`src/rtl/adc_scan_sequencer.sv`:
```
// Round-robin scan of up to four ADC channels over a byte UART link; publishes one sample per reply.
// Optional per-channel 2-tap averaging when ADC_SEQ_FILTER_EN is defined.
module adc_scan_sequencer #(
  parameter int         CHANNELS       = 4,
  parameter logic [7:0] CMD_BASE       = 8'hA1,
  parameter int         TIMEOUT_CYCLES = 12000
) (
  input  logic        clk12MHz,
  input  logic        reset,
  input  logic        enable,
  input  logic [3:0]  chan_mask,
  output logic [7:0]  tx_data,
  output logic        tx_valid,
  input  logic        tx_ready,
  input  logic [7:0]  rx_data,
  input  logic        rx_valid,
  output logic        busy,
  output logic        sample_valid,
  output logic [1:0]  sample_chan,
  output logic [15:0] sample_value,
  output logic [63:0] results,
  output logic [7:0]  timeout_count
);

  localparam int            TW       = (TIMEOUT_CYCLES > 1) ? $clog2(TIMEOUT_CYCLES) : 1;
  localparam logic [TW-1:0] T_LAST   = TW'(TIMEOUT_CYCLES - 1);
  localparam logic [3:0]    CH_MASK  = 4'((1 << CHANNELS) - 1);
  localparam logic [1:0]    LAST_RST = 2'(CHANNELS - 1);

  typedef enum logic [2:0] {IDLE, SEND, WAIT_HI, WAIT_LO, PUBLISH} state_t;

  state_t        state_reg, state_next;
  logic [1:0]    chan_reg, chan_next;
  logic [1:0]    last_chan_reg, last_chan_next;
  logic [7:0]    hi_reg, hi_next;
  logic [TW-1:0] timer_reg, timer_next;
  logic [7:0]    timeout_reg, timeout_next;
  logic [1:0]    sample_chan_reg;
  logic [15:0]   sample_value_reg;

  logic [3:0]    eff_mask;
  logic          pick_found;
  logic [1:0]    pick_chan;
  logic [1:0]    cand;
  logic          publish_load;
  logic [15:0]   raw_value;
  logic [15:0]   new_value;
  logic [15:0]   res_all [4];

  assign eff_mask  = chan_mask & CH_MASK;
  assign raw_value = {hi_reg, rx_data};

  // Descending scan so the smallest offset from last_chan+1 wins.
  always_comb begin
    pick_found = 1'b0;
    pick_chan  = '0;
    cand       = '0;
    for (int i = CHANNELS; i >= 1; i--) begin
      cand = 2'((int'(last_chan_reg) + i) % CHANNELS);
      if (eff_mask[cand]) begin
        pick_found = 1'b1;
        pick_chan  = cand;
      end
    end
  end

  always_comb begin
    state_next     = state_reg;
    chan_next      = chan_reg;
    last_chan_next = last_chan_reg;
    hi_next        = hi_reg;
    timer_next     = timer_reg;
    timeout_next   = timeout_reg;
    publish_load   = 1'b0;
    case (state_reg)
      IDLE: begin
        if (enable && pick_found) begin
          chan_next  = pick_chan;
          state_next = SEND;
        end
      end
      SEND: begin
        if (tx_ready) begin
          timer_next = '0;
          state_next = WAIT_HI;
        end
      end
      WAIT_HI, WAIT_LO: begin
        if (rx_valid) begin
          timer_next = '0;
          if (state_reg == WAIT_HI) begin
            hi_next    = rx_data;
            state_next = WAIT_LO;
          end else begin
            publish_load = 1'b1;
            state_next   = PUBLISH;
          end
        end else if (timer_reg == T_LAST) begin
          if (timeout_reg != 8'hFF) timeout_next = timeout_reg + 8'd1;
          last_chan_next = chan_reg;
          state_next     = IDLE;
        end else begin
          timer_next = timer_reg + TW'(1);
        end
      end
      PUBLISH: begin
        last_chan_next = chan_reg;
        state_next     = IDLE;
      end
      default: state_next = IDLE;
    endcase
  end

`ifdef ADC_SEQ_FILTER_EN
  logic [3:0]  vld_all;
  logic [16:0] sum;
  assign sum       = {1'b0, res_all[chan_reg]} + {1'b0, raw_value};
  assign new_value = vld_all[chan_reg] ? sum[16:1] : raw_value;
`else
  assign new_value = raw_value;
`endif

  generate
    for (genvar gi = 0; gi < 4; gi++) begin : g_chan
      if (gi < CHANNELS) begin : g_used
        logic [15:0] value_reg;
        always_ff @(posedge clk12MHz) begin
          if (reset) begin
            value_reg <= '0;
          end else if (publish_load && chan_reg == 2'(gi)) begin
            value_reg <= new_value;
          end
        end
        assign res_all[gi] = value_reg;
`ifdef ADC_SEQ_FILTER_EN
        // First sample after reset loads directly instead of averaging with zero.
        logic valid_reg;
        always_ff @(posedge clk12MHz) begin
          if (reset) begin
            valid_reg <= 1'b0;
          end else if (publish_load && chan_reg == 2'(gi)) begin
            valid_reg <= 1'b1;
          end
        end
        assign vld_all[gi] = valid_reg;
`endif
      end else begin : g_unused
        assign res_all[gi] = '0;
`ifdef ADC_SEQ_FILTER_EN
        assign vld_all[gi] = 1'b0;
`endif
      end
      assign results[16*gi +: 16] = res_all[gi];
    end
  endgenerate

  always_ff @(posedge clk12MHz) begin
    if (reset) begin
      state_reg        <= IDLE;
      chan_reg         <= '0;
      last_chan_reg    <= LAST_RST;
      hi_reg           <= '0;
      timer_reg        <= '0;
      timeout_reg      <= '0;
      sample_chan_reg  <= '0;
      sample_value_reg <= '0;
    end else begin
      state_reg     <= state_next;
      chan_reg      <= chan_next;
      last_chan_reg <= last_chan_next;
      hi_reg        <= hi_next;
      timer_reg     <= timer_next;
      timeout_reg   <= timeout_next;
      if (publish_load) begin
        sample_chan_reg  <= chan_reg;
        sample_value_reg <= new_value;
      end
    end
  end

  assign tx_valid      = (state_reg == SEND);
  assign tx_data       = tx_valid ? (CMD_BASE + {6'b0, chan_reg}) : 8'h00;
  assign busy          = (state_reg != IDLE);
  assign sample_valid  = (state_reg == PUBLISH);
  assign sample_chan   = sample_chan_reg;
  assign sample_value  = sample_value_reg;
  assign timeout_count = timeout_reg;

endmodule

```
`config.mk`:
```
export PLATFORM = sky130hd
export DESIGN_NAME = adc_scan_sequencer
export DESIGN_NICKNAME = d
export VERILOG_FILES = /design/src/rtl/adc_scan_sequencer.sv
export SDC_FILE = /design/constraint.sdc
export NUM_CORES = 1
export LEC_CHECK = 0
export BUFFER_PORTS_ARGS = -buffer_cell sky130_fd_sc_hd__buf_2
export CAP_MARGIN = 10
export CORE_MARGIN = 3
export CORE_UTILIZATION = 45
export DETAILED_ROUTE_END_ITERATION = 8
export PLACE_DENSITY_LB_ADDON = 0.08
export RECOVER_POWER = 25
export SYNTH_ARGS = -nofsm -noshare
export SYNTH_HDL_FRONTEND = slang
export SYNTH_SLANG_ARGS = --single-unit
```
`constraint.sdc`:
```
create_clock -name clk12MHz -period 5.7 [get_ports clk12MHz]
set_input_delay 0.285 -clock clk12MHz [delete_from_list [all_inputs] [get_ports clk12MHz]]
set_output_delay 0.285 -clock clk12MHz [all_outputs]
set_load 0.05 [all_outputs]
```
# Yosys cells after proc, flatten, opt, wreduce, memory -nomap -nowiden
# Index checks and enable logic that the tools add are counted.
# op_classes
eq_ne,15
n_bitwise,1
reduce_logical,17
addsub,7
n_lt_le_gt_ge,4
n_mux,33
# ops
cell,n
two-way mux 14 bit,3
case mux 14 bit (2 select lines),1
two-way mux 3 bit,5
adder 14 x 1 -> 14 bit (second input constant),1
equality test 14 bit (second input constant),1
less-than comparator 2 x 3 -> 1 bit (second input constant),4
two-way mux 2 bit,6
AND reduction 3 bit,4
two-way mux 1 bit,11
case mux 3 bit (3 select lines),1
adder 8 x 1 -> 8 bit (second input constant),1
adder 8 x 2 -> 8 bit (first input constant),1
binary-select mux 1 bit (select 2 bit),4
two-way mux 8 bit,1
!= test 8 bit (second input constant),1
equality test 3 x 2 -> 1 bit (second input constant),2
!= test 2 bit (second input constant),3
!= test 3 bit (second input constant),2
logical AND 1 bit,5
adder 2 x 1 -> 2 bit (second input constant),2
adder 2 bit (second input constant),2
equality test 2 bit (second input constant),2
case mux 2 bit (2 select lines),1
AND reduction 4 bit,1
11 further kinds,12
# totals
in_bits,17
ff_bits,119
output_inout_bits,101
elab_cells,89

# Longest topological paths before layout
# depth
ltp_word,10
mapped_depth,8
ltp_nobuf,5

# Worst setup path after synthesis
# No wires, ideal clock.
# synth_path
path_type,flip-flop to flip-flop
startpoint,register state_reg[2]
endpoint,register last_chan_reg[0]
arrival_time_ns,2.347
setup_ns,0.143
synth_period_minus_slack_ns,2.490
stages_incl_launch_ff,7
path_slack_ns,3.210
path_buffers,2
cell_sequence,dfxtp_1 clkbuf_1 clkbuf_1 inv_1 nor3_1 nand2b_1 o221ai_1
# synth_lines
element,line,rtl
start: declaration,32,"state_t state_reg, state_next;"
start signal: assignment,168,state_reg <= state_next;
equality test 3 bit *,--,
named net sample_valid,18,"output logic sample_valid,"
nonzero test 2 bit (no source line),--,
AND reduction 3 bit (no source line),--,
end signal: assignment,170,last_chan_reg <= last_chan_next;
end: declaration,34,"logic [1:0] last_chan_reg, last_chan_next;"
# The timed path passes the listed nets; every way through them passes the cells marked *.
# A chain may end at the register's enable or synchronous reset.

# Final worst setup path
# layout_path
startpoint,register timer_reg[5]
endpoint,register timer_reg[0]
# layout_via
elab_chain_len,3
# layout_lines
element,line,rtl
start: declaration,36,"logic [TW-1:0] timer_reg, timer_next;"
start signal: assignment,172,timer_reg <= timer_next;
equality test 14 bit,98,end else if (timer_reg == T_LAST) begin
!= test 3 bit (no source line),--,
AND reduction 3 bit (no source line),--,
# No other way between the ends.

==> reports/qor.txt <==
die extent in y: 110 microns
antenna violations before repair: 0
Setup TNS: 0 ns
register area share after synthesis: 49.1%
via count: 4,492
DR WL/cell: 16.0 microns
hold path start: chan_mask[0]
Slew Viols, Final: 0
WHS Endpoint: chan_reg[0]
layout net count: 722
vias per std cell: 5.30
Primary FF master, synth: dfxtp_1
RSZ-0062 raised after global routing: no
First-pass DRT Iterations: 5
CTS tree: done
Max Cap Violations: 0
DP HPWL: 8.96 mm
reg-to-reg endpoint: timer_reg[0]
DRC: 0
Worst Tran Pin Value: 1.19 ns
PortBufs: 114
ys async rst share: 0%
worst reg-to-reg setup slack: 3.04 ns
Starting Density: 46.6%
proportion of layout cells with a drive suffix above 1: 14.6%
Critical Path Fanout Max: 7
Syn Std Cell Area: 4860 sq um
Hold Path Class: in -> reg
Period minus WS final: 2.66 ns
first-pass GRT wire length: 21.4 mm
Yosys warning count: 0
critical-path cell list: or4b_4 -> nor4_1 -> a21boi_0 -> mux2_2
Synth top area share: 49.1%
clock-pin slew on the worst setup and hold paths: 0.06 ns
area leader, netlist: dfxtp_1
Synth Register Bits: 119
WP data required: 6.10 ns
largest net degree at the start of global routing: 116
number of CTS-inserted buffers: 17
Routed Antenna Nets: 0
DR iter-0 viols: 241
Post-Route WL: 13.5 mm
Final GP Congestion: 0.816
Clock Tree Root: clkbuf_8
Critical Path End Type: flop
# rows: 37
biggest cell delay along the critical path: 0.97 ns
Sink Count: 119
die width: 110 microns
f_max: 376 MHz
final worst path period share: 46.7%
max reg flops: 64
hold buffer count at CTS: 0
CP startpoint kind: flop
Register-to-Register Path Depth: 4
slew margin rel.: 20.4%
power per cell area: 346 nW/um^2
arrival time worst endpoint: 3.06 ns
final hold viol count: 0
Final Hold Slack: 0.0653 ns
CTS H-tree lvls: 4
Tot Pwr: 2060 uW
Cells after Synth: 610
total global-route track usage: 22.9%
WP buf/inv: 0
antenna cells: 0
Clock Latency Late Sink: 0.51 ns
clk buf depth: 2
core footprint: 10,400 sq um
vias in the first global route: 4,227
hold path depth: 3
status: finished clean
delay-heaviest family, CP: simple AND/OR/NAND/NOR gates
cts repair resizes: 0
number of synthesized flops with an enable pin: 0
Reg-to-Reg Start: timer_reg[5]
num ports: 118
Worst VDD drop: 0.000198 V
Avg Cell Area, Syn: 7.96 sq um
GR Overflow Total: 0
synth-to-layout area growth: 22.2%
post-CTS setup buffer count: 0
post-synth cell types: 53
Lkg Pwr: 0.00216 uW
leading post-synthesis cells by cell area: dfxtp_1 49%, nand2_1 15%, a21oi_1 10%
die area: 12,100 sq um
skew final: 0.0113 ns
slowest CP cell: nor4_1
final setup fails: 0
WS Path Type: reg -> reg
placed cells by master (no fill, tap or decap), types with 3 or more instances in the layout:
master / synthesis / final
a31oi_1: 4 / 4
ha_1: 6 / 6
or3_1: 6 / 6
o31ai_1: 8 / 8
buf_2: 0 / 59
clkbuf_16: 0 / 16
clkbuf_1: 41 / 54
a21oi_1: 99 / 99
nor3_1: 9 / 9
nor4_1: 6 / 6
nand3_1: 6 / 6
clkinvlp_4: 0 / 4
nor2_1: 7 / 7
nand4_1: 3 / 3
and2_1: 7 / 7
inv_6: 0 / 5
a21o_1: 3 / 3
inv_1: 10 / 10
a311oi_1: 3 / 3
dfxtp_1: 119 / 119
nand2_1: 198 / 198
o21ai_0: 5 / 5
mux2i_1: 3 / 3
conb_1: 1 / 3
or4_1: 8 / 8
a211oi_1: 9 / 9
nor2b_1: 7 / 7
mux2_2: 4 / 4
report_power, final:
part           internal (uW)  switching, uW  leakage [uW]  total [uW]
combinational           36.2            113      0.000922         150
sequential               842           15.4      0.000959         857
clock                    644            406      0.000277        1050
total                   1520            534       0.00216        2060
synth_stat cells, types with 6 or more instances:
master	number
a21oi_1	99
o31ai_1	8
or4_1	8
a211oi_1	9
and2_1	7
dfxtp_1	119
or3_1	6
nor3_1	9
nand2_1	198
nor4_1	6
ha_1	6
clkbuf_1	41
inv_1	10
nand3_1	6
nor2_1	7
nor2b_1	7
how the worst max path moves through the flow:
stage | start | endpoint | slack [ns] | depth (start not counted)
final | timer_reg[5] | timer_reg[0] | 3.04 | 4
after global routing | timer_reg[5] | timer_reg[0] | 2.86 | 4
after CTS | timer_reg[5] | timer_reg[0] | 3.01 | 4
after detailed placement | timer_reg[5] | timer_reg[0] | 3.05 | 4
after global placement | timer_reg[5] | timer_reg[0] | 3.19 | 4
after floorplan | state_reg[2] | last_chan_reg[0] | 3.21 | 6
metrics by stage:
step | setup WS, ns | area (sq um) | instances | utilization (%)
after floorplan | 3.21 | 4860 | 612 | -
after global placement | 3.19 | 5410 | 816 | 52.0
after detailed placement | 3.05 | 5410 | 816 | 52.0
after CTS | 3.01 | 6000 | 848 | 57.6
after global routing | 2.86 | 5930 | 848 | 57.0
final | 3.04 | 5930 | 848 | 57.0
routing by layer:
| layer | GRT usage, % | share of wire, % |
|---|---|---|
| met3 | 5.70 | 6.3 |
| met2 | 39.5 | 49 |
| met4 | 6.68 | 1.4 |
| met1 | 28.2 | 43 |
| met5 | 0 | 0 |
layout make-up:
cell class,instances,area [sq um]
Clock inverter,14,163
Sequential cell,119,2380
Tap cell,136,170
Timing Repair Buffer,115,513
Multi-Input combinational cell,436,2240
Fill cell,1032,4480
Inverter,10,37.5
Clock buffer,18,428
worst register-to-register path, delay by kind of cell, from the launching register on:
family / cells / cell delay [ns]
mux: 1 / 0.35
compound gates: 1 / 0.35
flops: 1 / 0.33
simple gates: 2 / 1.52
kinds of logic after synthesis:
group / synth area share, %
AND/OR/NAND/NOR: 25.3
AO/OA/AOI/OAI: 17.4
flip-flops: 49.1
other: 0.0772
buffers and inverters: 4.95
multiplexers: 1.55
adder cells (fa/ha/maj): 1.55
XOR/XNOR: 0.180
(Power assumes the default switching activity.)
